### config.mk
export PLATFORM = sky130hd
export DESIGN_NAME = reg_bank_write_arbiter_flat
export DESIGN_NICKNAME = d
export VERILOG_FILES = /design/src/rtl/reg_bank_write_arbiter_if.sv /design/src/rtl/reg_bank_write_arbiter.sv /design/src/flat_wrapper.sv
export SDC_FILE = /design/constraint.sdc
export NUM_CORES = 1
export LEC_CHECK = 0
export ABC_AREA = 1
export BUFFER_PORTS_ARGS = -buffer_cell sky130_fd_sc_hd__buf_4
export CAP_MARGIN = 20
export CORE_ASPECT_RATIO = 1.75
export CORE_MARGIN = 5
export CORE_UTILIZATION = 51
export CTS_BUF_LIST = sky130_fd_sc_hd__clkbuf_4 sky130_fd_sc_hd__clkbuf_8 sky130_fd_sc_hd__clkbuf_16
export CTS_CLUSTER_DIAMETER = 40
export CTS_CLUSTER_SIZE = 10
export DETAILED_ROUTE_END_ITERATION = 8
export PLACE_DENSITY = 0.81
export SLEW_MARGIN = 20
export SYNTH_ARGS = -nofsm -noshare
export SYNTH_HDL_FRONTEND = slang
export SYNTH_SLANG_ARGS = --single-unit
### constraint.sdc
create_clock -name clk -period 2.75 [get_ports clk]
set_input_delay 0.4125 -clock clk [delete_from_list [all_inputs] [get_ports clk]]
set_output_delay 0.4125 -clock clk [all_outputs]
set_load 0.005 [all_outputs]
### src/rtl/reg_bank_write_arbiter_if.sv
// Write-request bus between the control masters and the register-bank arbiter.
// The master drives the requests and the hold. The slave returns the grant,
// the write strobes and the bank contents.
interface reg_bank_write_arbiter_if #(
  parameter int NUM_REQ  = 4,
  parameter int NUM_REGS = 4,
  parameter int DATA_W   = 8,
  parameter int ADDR_W   = 2
);
  logic                         hold;
  logic [NUM_REQ-1:0]           req_valid;
  logic [NUM_REQ*ADDR_W-1:0]    req_addr;
  logic [NUM_REQ*DATA_W-1:0]    req_data;
  logic [NUM_REQ-1:0]           req_ready;
  logic [NUM_REGS-1:0]          reg_en;
  logic [DATA_W-1:0]            reg_d;
  logic [NUM_REGS*DATA_W-1:0]   reg_q;
  logic                         busy;

  modport master (
    output hold, req_valid, req_addr, req_data,
    input  req_ready, reg_en, reg_d, reg_q, busy
  );

  modport slave (
    input  hold, req_valid, req_addr, req_data,
    output req_ready, reg_en, reg_d, reg_q, busy
  );
endinterface

### src/rtl/reg_bank_write_arbiter.sv
// Round-robin write arbiter in front of a bank of enable-gated registers.
// One grant per cycle. The grant is registered into a one-hot strobe plus its
// data, and that strobe loads the bank one edge later.
module reg_bank_write_arbiter #(
  parameter int NUM_REQ  = 4,
  parameter int NUM_REGS = 4,
  parameter int DATA_W   = 8,
  parameter int ADDR_W   = 2
) (
  input logic clk,
  input logic reset,
  reg_bank_write_arbiter_if.slave bus
);
  localparam int PTR_W = $clog2(NUM_REQ);

  logic [PTR_W-1:0]                 rr_ptr_reg;
  logic [PTR_W-1:0]                 win_idx;
  logic [NUM_REQ-1:0]               grant;
  logic                             found;
  int                               idx;
  logic [ADDR_W-1:0]                win_addr;
  logic [DATA_W-1:0]                win_data;
  logic [NUM_REGS-1:0]              en_next;
  logic [NUM_REGS-1:0]              reg_en_reg;
  logic [DATA_W-1:0]                reg_d_reg;
  logic                             busy_reg;
  logic [NUM_REGS-1:0][DATA_W-1:0]  bank_reg;

  // Round-robin search from rr_ptr upward; the grant never looks at addr/data.
  always_comb begin
    grant   = '0;
    win_idx = '0;
    found   = 1'b0;
    idx     = 0;
    if (!bus.hold && !reset) begin
      for (int k = 0; k < NUM_REQ; k++) begin
        idx = (int'(rr_ptr_reg) + k) % NUM_REQ;
        if (!found && bus.req_valid[idx]) begin
          found      = 1'b1;
          grant[idx] = 1'b1;
          win_idx    = PTR_W'(idx);
        end
      end
    end
  end

  assign bus.req_ready = grant;
  assign win_addr      = bus.req_addr[win_idx*ADDR_W +: ADDR_W];
  assign win_data      = bus.req_data[win_idx*DATA_W +: DATA_W];

  // Decode the winning address; an out-of-range index matches no register,
  // so such a write completes its handshake but is dropped.
  generate
    for (genvar gi = 0; gi < NUM_REGS; gi++) begin : g_dec
      assign en_next[gi] = found && (win_addr == ADDR_W'(gi));
    end
  endgenerate

  // Advance the pointer past the winner on each handshake.
  always_ff @(posedge clk or posedge reset) begin
    if (reset) begin
      rr_ptr_reg <= '0;
    end else if (found) begin
      rr_ptr_reg <= (win_idx == PTR_W'(NUM_REQ - 1)) ? '0 : win_idx + 1'b1;
    end
  end

  // Strobe stage: register the write strobe and data; data holds when idle.
  always_ff @(posedge clk or posedge reset) begin
    if (reset) begin
      reg_en_reg <= '0;
      reg_d_reg  <= '0;
      busy_reg   <= 1'b0;
    end else begin
      reg_en_reg <= en_next;
      busy_reg   <= |en_next;
      if (found) begin
        reg_d_reg <= win_data;
      end
    end
  end

  // Bank: each register loads reg_d when its strobe is set.
  always_ff @(posedge clk or posedge reset) begin
    if (reset) begin
      bank_reg <= '0;
    end else begin
      for (int r = 0; r < NUM_REGS; r++) begin
        if (reg_en_reg[r]) begin
          bank_reg[r] <= reg_d_reg;
        end
      end
    end
  end

  assign bus.reg_en = reg_en_reg;
  assign bus.reg_d  = reg_d_reg;
  assign bus.busy   = busy_reg;
  assign bus.reg_q  = bank_reg;
endmodule

### src/flat_wrapper.sv
// flat-port wrapper written by rule: the top's interface ports become plain ports
module reg_bank_write_arbiter_flat 
#(
  parameter int NUM_REQ  = 4,
  parameter int NUM_REGS = 4,
  parameter int DATA_W   = 8,
  parameter int ADDR_W   = 2
)
  (clk, reset, bus_hold, bus_req_valid, bus_req_addr, bus_req_data, bus_req_ready, bus_reg_en, bus_reg_d, bus_reg_q, bus_busy);
  reg_bank_write_arbiter_if #(.NUM_REQ(NUM_REQ), .NUM_REGS(NUM_REGS), .DATA_W(DATA_W), .ADDR_W(ADDR_W)) bus_i ();
  input logic clk;
  input logic reset;
  input wire logic [$bits(bus_i.hold)-1:0] bus_hold;
  input wire logic [$bits(bus_i.req_valid)-1:0] bus_req_valid;
  input wire logic [$bits(bus_i.req_addr)-1:0] bus_req_addr;
  input wire logic [$bits(bus_i.req_data)-1:0] bus_req_data;
  output wire logic [$bits(bus_i.req_ready)-1:0] bus_req_ready;
  output wire logic [$bits(bus_i.reg_en)-1:0] bus_reg_en;
  output wire logic [$bits(bus_i.reg_d)-1:0] bus_reg_d;
  output wire logic [$bits(bus_i.reg_q)-1:0] bus_reg_q;
  output wire logic [$bits(bus_i.busy)-1:0] bus_busy;
  assign bus_i.hold = bus_hold;
  assign bus_i.req_valid = bus_req_valid;
  assign bus_i.req_addr = bus_req_addr;
  assign bus_i.req_data = bus_req_data;
  assign bus_req_ready = bus_i.req_ready;
  assign bus_reg_en = bus_i.reg_en;
  assign bus_reg_d = bus_i.reg_d;
  assign bus_reg_q = bus_i.reg_q;
  assign bus_busy = bus_i.busy;
  reg_bank_write_arbiter #(.NUM_REQ(NUM_REQ), .NUM_REGS(NUM_REGS), .DATA_W(DATA_W), .ADDR_W(ADDR_W)) u_core (.clk(clk), .reset(reset), .bus(bus_i));
endmodule
* After elaboration in Yosys (flattened, before gate mapping)
Cells that the tools add are included.
Storage, ports and cells: register bits after elaboration 47, input bits 47, logic and storage cells 95
Operators by class: add/subtract/negate cells 4, $lt $le $gt $ge 8, eq/ne operators 4, shift-type cells 2, mux-type cells 41, bitwise logic cells 6, reductions and logical operators 22
Operators by type and width (count):
- 4-bit two-way mux | 8
- 32-bit by 6-bit indexed part select with 8-bit output | 1
- 1-bit two-way mux | 19
- 1-bit logical AND | 12
- 3-bit by 4-bit < comparator with 1-bit output, second input constant | 3
- 2-bit two-way mux | 6
- 4-bit bitwise OR | 3
- 3-bit by 1-bit >= comparator with 1-bit output, second input constant | 3
- 1-bit binary-select mux with 2-bit select | 4
- 1-bit demux with 2-bit select | 4
- 8-bit by 4-bit indexed part select with 2-bit output | 1
- 2-bit == test, second input constant | 3
- 2-bit OR reduction | 3
- 1-bit zero test | 5
- 2-bit by 1-bit adder with 2-bit output, second input constant | 2
- 2-bit adder, second input constant | 2
- 4-bit OR reduction | 1
- 1-bit bitwise AND, first input constant | 3
- 2-bit by 3-bit < comparator with 1-bit output, second input constant | 1
- 2-bit by 1-bit == test with 1-bit output, second input constant | 1
- 2-bit by 1-bit >= comparator with 1-bit output, second input constant | 1
- 2-bit zero test | 1

* Longest topological paths before layout
Gate-level depths: netlist of the first run.
depth after elaboration 21, gate-level depth with buffers 17

* Worst setup path before layout of the first run
No wires, ideal clock.
path type register -> output, start point register u_core.rr_ptr_reg[0], end point output bus_req_ready[2], arrival 1.703 ns, path slack 0.635 ns, cell stages (with the launch flop) 14, buffers on the path 1, path through dfrtp_1 buf_6 inv_8 ha_1 inv_1 nand3_1 nand2_1 nor2_1 nand2_1 o21ai_0 a31oi_1 o21ai_0 nand2_1 inv_1
On the way: word-level cells in the longest chain between the ends 16, elaborated cells between the ends (all ways) 63
Ends and longest elaborated chain:
- from (decl) | line reg_bank_write_arbiter.sv:16 | logic [PTR_W-1:0] rr_ptr_reg;
- from (signal assigned) | line reg_bank_write_arbiter.sv:64 | rr_ptr_reg <= (win_idx == PTR_W'(NUM_REQ - 1)) ? '0 : win_idx + 1'b1;
- 2-bit by 1-bit adder with 2-bit output / 1-bit binary-select mux with 2-bit select (equally long branches) | line reg_bank_write_arbiter.sv:37, reg_bank_write_arbiter.sv:38
- 2-bit OR reduction (no line) / 1-bit two-way mux (equally long branches)
- 1-bit bitwise AND (no line) / 1-bit two-way mux (equally long branches)
- 3-bit by 4-bit < comparator with 1-bit output (implied by the code), or another cell as far along | line reg_bank_write_arbiter.sv:40 | grant[idx] = 1'b1;
- 1-bit logical AND (implied by the code) / 1-bit zero test (equally long branches) | line reg_bank_write_arbiter.sv:40, reg_bank_write_arbiter.sv:38
- 1-bit two-way mux (implied by the code) / 1-bit logical AND (equally long branches) | line reg_bank_write_arbiter.sv:40, reg_bank_write_arbiter.sv:38
- 1-bit demux with 2-bit select / 1-bit two-way mux (equally long branches)
- 4-bit bitwise OR (no line) / 1-bit two-way mux (equally long branches)
- 4-bit two-way mux / 1-bit zero test (equally long branches) | line reg_bank_write_arbiter.sv:38 | if (!found && bus.req_valid[idx]) begin
- 4-bit two-way mux / 1-bit logical AND (equally long branches) | line reg_bank_write_arbiter.sv:35, reg_bank_write_arbiter.sv:38
- 4-bit bitwise OR (no line) / 1-bit two-way mux (equally long branches)
- 4-bit two-way mux / 1-bit two-way mux (equally long branches) | line reg_bank_write_arbiter.sv:38, reg_bank_write_arbiter.sv:35
- 4-bit two-way mux / 1-bit zero test (equally long branches) | line reg_bank_write_arbiter.sv:35, reg_bank_write_arbiter.sv:38
- 4-bit bitwise OR (no line) / 1-bit logical AND (equally long branches)
- 4-bit two-way mux * | line reg_bank_write_arbiter.sv:38
- 4-bit two-way mux * | line reg_bank_write_arbiter.sv:35 | if (!bus.hold && !reset) begin
- to (decl) | line flat_wrapper.sv:17 | output wire logic [$bits(bus_i.req_ready)-1:0] bus_req_ready;
Every way passes the cells marked *; elsewhere a longest branch is shown, timed or not. The select of a mux whose other input is x is not followed.

* Worst setup path in the final report of the first run
start point register u_core.rr_ptr_reg[0], end point output bus_req_ready[3]
Same word-level chain as after synthesis.

==> flow_summary.toml, run 1 <==
[status]
status = "complete, no violations"

[grt]
grtUsageTotal_pct = 19.2
overflow = 0
grt_max_degree = 48
grt_pass1_wl_um = 10800
grt_pass1_vias = 2406
antenna_found_initial = 0

[pwr]
vdd_drop_max_mv = 0.404
p_switching_uw = 1590
power.total_uw = 3940
power_frac_seq_pct = 31.9
leakage_uw = 0.00211
clkPwrFrac_pct = 15.0
internal-power_uw = 2340
comb_power_share_pct = 53.1
powerDensity_mw_per_mm2 = 1060
p_sw_share_pct = 40.5

[placed_design]
gp_congestion = 0.830
dp_cells = 500
place_hpwl_um = 5240
placedInstanceArea_mm2 = 0.00357
io_buffers = 95

[floorplan]
dieArea_mm2 = 0.00719
die_w_um = 66.3
core-area_mm2 = 0.00550
start_util_pct = 51.4
ios = 96
rows = 36
die_h_um = 108

[final_layout]
antenna_cells = 0
mostFrequentLayoutCells = "nand2_1, buf_4, inv_1"
area_delta_synth_final_pct = 31.3
fin_cells = 508
largest_reg_flops = 32
finalNetCount = 486
drive_above_1_share_pct = 38.7
stdcell_area_mm2 = 0.00371
fillCellCount = 484
final_common_cell = "nand2_1"

[logic_synthesis]
avgSynthCellArea_um2 = 8.34
ys_ff_latch = 47
synth.area.mux_share_pct = 12.7
synth_area_mm2 = 0.00283
synth_compound_area_share_pct = 3.98
synth_top_family_by_area = "simple AND/OR/NAND/NOR gates"
syn_inst = 339
synth.distinct_cells = 26
synth_xor_area_share_pct = 0
synth_fp_nets = 394
synth_fa_ha_area_share_pct = 3.54
synth-simple-area-share_pct = 27.0
synth_seq_area_share_pct = 41.6
yosys_warnings = 0

[clocking]
post_cts_resized = 0
clk_transition_reported_paths_ps = 80
tritoncts = "yes"
clk_latency_ps = 310
clockRootBuffer = "clkbuf_8"
hold_buffers = 0
cts_setup_buffers = 0
htree_levels = 2
cts_buffer_depth = 2
numClockSinks = 47
cts_made_buffers = 5

[hold_path]
hold_path.class = "in -> async"

[critical_path]
crit_path_max_fanout = 12
required_ps = 2340
cp_cell_sequence = "inv_8 > ha_1 > inv_1 > nand2_1 > nand2_4 > nor2_8 > nand3_2 > o221ai_1 > nand2_1 > inv_1 > buf_4"
cp-start-kind = "flop"
cpMaxStageDelayCell = "dfrtp_2"
crit_type = "reg -> out"
cp-end-kind = "primary output"
path_buf_inv = 4
crit_family = "simple AND/OR/NAND/NOR gates"
arrival_ps = 2160
worst_path_largest_cell_delay_ps = 420

[route]
dr.pass1.iters = 6
vias = 2462
drt_iter0_drc = 96
ant_nets = 0
drc = 0
routed_via_density = 4.85
wirelength_um = 6660
wire_per_inst_um = 13.1

[timing]
slew_headroom_pct = 38.4
rsz0062_at_grt = "no"
post-route-min-period_ps = 2570
setup_viol = 0
worst_pin_slew_ps = 922
fmax_ghz = 0.389
slew_viol_final = 0
fin_worst_skew_ps = 6.56
post-route-period-util_pct = 93.4
finalHoldViolCount = 0
tns_ps = 0

[flow_run]
drv_cap = 0
## worst register-to-register path, delay by kind of cell, from the launching register on
family	cells	cell delay, ps
and+or+nand+nor	11	1310
DFF	1	420
adders and majority gates	1	360
buffers and inverters	2	180
## kinds of logic (layout without fill, tap and decap cells)
| kind of cell | count (synthesis) | count (layout) |
|---|---|---|
| compound gates | 19 | 19 |
| fa+ha+maj | 8 | 8 |
| buf+inv | 72 | 165 |
| flops | 47 | 47 |
| mux | 32 | 32 |
| simple gates | 161 | 161 |
## area by class of cell
class	instances	area (um^2)	area share, %
Clock inverter	3	67.6	1.82
Clock buffer	5	68.8	1.85
Multi-Input combinational cell	220	1340	36.1
Tap cell	76	95.1	2.56
Timing Repair Buffer	97	728	19.6
Sequential cell	47	1180	31.7
Inverter	60	235	6.34
## cells in the mapped netlist
master	instances	share of area, %
nand2_1	104	14
inv_1	53	7.0
dfrtp_1	47	42
mux2_2	32	13
nand3_1	29	5.1
ha_1	8	3.5
o21ai_0	8	1.4
nand2_2	7	1.5
nor2_1	7	0.93
inv_2	6	0.80
nand2_4	6	2.4
nand3_2	5	1.8
buf_6	4	1.6
clkbuf_1	4	0.53
a22oi_1	3	0.80
a31oi_1	3	0.66
buf_2	3	0.53
a21oi_1	2	0.35
buf_4	1	0.27
inv_8	1	0.40
nand3b_1	1	0.27
nor2_4	1	0.40
nor2_8	1	0.71
o21ai_1	1	0.18
o21bai_1	1	0.27
o221ai_1	1	0.31
## per-layer routing
layer  GRT usage [%]  wire length, um  vias to the layer above
met5               0                0                        -
met2            33.8             3450                       83
met4            9.01              185                        0
met3            3.43              388                       17
met1            21.7             2640                     1128
li1                -                -                     1234
## stage by stage
stage	worst slack (ps)	utilization (%)	hold slack (ps)
after CTS	101	67.4	359
after global routing	47.4	67.5	413
after global placement	439	64.9	491
after floorplan	635	-	505
after detailed placement	346	64.9	497
final	181	67.5	324
## power by group through the flow
stage	clock [uW]	sequential, uW	combinational, uW
floorplan	0	1210	1360
global placement	0	1250	2030
detailed placement	0	1260	2090
CTS	598	1250	2100
global route	630	1300	2330
finish	592	1250	2090
## path summary, 6_finish.rpt
path	cells after the start	start	slack, ps	endpoint
max	11	u_core.rr_ptr_reg[0]	180	bus_req_ready[3]
min	2	reset	320	u_core.bus.reg_q[25]
max reg2reg	14	u_core.rr_ptr_reg[0]	370	u_core.bus.reg_en[1]
min reg2reg	1	u_core.bus.reg_q[20]	510	u_core.bus.reg_q[20]
max in group asynchronous	2	reset	1790	u_core.rr_ptr_reg[0]
min in group clk	7	bus_req_data[3]	490	u_core.bus.reg_d[3]
Power figures use the tool's default switching activity.
==> run 2: changes to the inputs <==
Settings changed: CORE_ASPECT_RATIO 1.75 to default.
==> flow_summary.toml, run 2 (synthesis results as in run 1) <==
[status]
status = "complete, no violations"

[timing]
layout_setup_ws_ps = 209
hold_ws_ps = 341
setup_viol = 0
fin_worst_skew_ps = 5.02
post-route-period-util_pct = 92.4
slew_headroom_pct = 38.5
post-route-min-period_ps = 2540
finalHoldViolCount = 0
tns_ps = 0
slew_viol_final = 0
fmax_ghz = 0.394
rsz0062_at_grt = "no"
worst_pin_slew_ps = 921

[final_layout]
final_common_cell = "nand2_1"
finalNetCount = 487
area_delta_synth_final_pct = 30.1
mostFrequentLayoutCells = "nand2_1, buf_4, inv_1"
largest_reg_flops = 32
antenna_cells = 0
drive_above_1_share_pct = 39.0

[grt]
globalRouteMet3Util_pct = 3.73
grt_max_degree = 48
top_usage_layer = "met2"
grt_pass1_wl_um = 11300
grtUsageTotal_pct = 19.3
antenna_found_initial = 0
overflow = 0
grt_use_met2_pct = 32.6
groute.layer.met1.usage_pct = 25.0
grt_pass1_vias = 2420

[critical_path]
worst_path_largest_cell_delay_ps = 480
cpMaxStageDelayCell = "dfrtp_2"
required_ps = 2340
cp-end-kind = "primary output"
critPathMostFrequentCell = "nand2_1"
cp_cell_sequence = "inv_4 > ha_4 > inv_1 > nand3_1 > nand2_1 > nor2_2 > nand2_1 > o21ai_0 > a31oi_1 > o21ai_0 > nand2_1 > inv_1 > buf_4"
arrival_ps = 2130
crit_path_max_fanout = 8
crit_type = "reg -> out"
r2r_slack_ps = 400
cp-start-kind = "flop"

[floorplan]
ios = 96
core-area_mm2 = 0.00544
rows = 27
die_h_um = 84.4
start_util_pct = 52.0
dieArea_mm2 = 0.00713
die_w_um = 84.4

[pwr]
powerDensity_mw_per_mm2 = 1040
power.total_uw = 3810
vdd_drop_max_mv = 0.528
leakage_uw = 0.00210

[flow_run]
drv_cap = 0

[route]
ant_nets = 0
drc = 0
drt_iter0_drc = 111
wirelength_um = 6900
routed_via_density = 4.94
dr.pass1.iters = 4
vias = 2495
wire_per_inst_um = 13.7

[clocking]
clk_latency_ps = 290
cts_buffer_depth = 2
hold_buffers = 0
clockRootBuffer = "clkbuf_8"
htree_levels = 2
cts_made_buffers = 5
clk_transition_reported_paths_ps = 80
numClockSinks = 47
tritoncts = "yes"

[placed_design]
place_hpwl_um = 5430
place_ws_ps = 208
gp_congestion = 0.833
io_buffers = 95

[hold_path]
hold_path.class = "in -> async"
-- run 2: changes by cell type in the layout (fill, tap and decap cells not counted), sizes merged --
cell	delta
buf	+1
clkinvlp	-1
bufinv	-2
clkinv	+1
clkbuf	+2
-- run 2: power breakdown --
group	internal (uW)	switching, uW
sequential	985	281
combinational	1020	1110
clock	198	211
-- run 2: metrics by stage --
stage                     std cells  utilization, %  instance area, um^2
after CTS                       503            67.0                 3640
after global routing            505            67.6                 3680
after detailed placement        495            65.4                 3550
after floorplan                 339               -                 2830
after global placement          495            65.4                 3550
final                           505            67.6                 3680
-- run 2: timing repair --
action / 4_1_cts / 5_1_grt
endpoints found under the setup margin: 2 / 4
buffers inserted: 0 / 2
resized for setup: 1 / 3
pin swaps: 0 / 0
-- run 2: path summary, 6_finish.rpt --
kind	startpoint	endpoint	cells after the start
max in group asynchronous	reset	u_core.rr_ptr_reg[1]	2
setup reg to reg	u_core.rr_ptr_reg[1]	u_core.bus.reg_en[2]	14
hold reg to reg	u_core.bus.reg_q[22]	u_core.bus.reg_q[22]	1
min in group clk	u_core.bus.reg_q[22]	u_core.bus.reg_q[22]	1
setup / recovery	u_core.rr_ptr_reg[1]	bus_req_ready[1]	13
hold / removal	reset	u_core.bus.reg_q[30]	2
-- run 2: routing by layer --
metal / routed length, um / vias up / part of all wire (%)
met5: 0 / - / 0
met4: 125 / 0 / 1.8
met3: 461 / 12 / 6.7
met2: 3300 / 94 / 48
met1: 3000 / 1152 / 44
li1: - / 1237 / -
-- run 2: final cells by class --
type / count / area [um^2]
clock buffer: 7 / 83.8
clock inverter: 1 / 5.00
fill: 441 / 1760
inverter: 60 / 235
multi-input combinational: 220 / 1350
sequential: 47 / 1180
tap: 72 / 90.1
timing repair buffer: 98 / 736
-- run 2: critical path: cells and delay by family, from the launching register on --
| family | cells | cell delay (ps) |
|---|---|---|
| buffers and inverters | 4 | 390 |
| and+or+nand+nor | 5 | 380 |
| DFF | 1 | 480 |
| adders and majority gates | 1 | 230 |
| AOI/OAI and AO/OA | 3 | 370 |
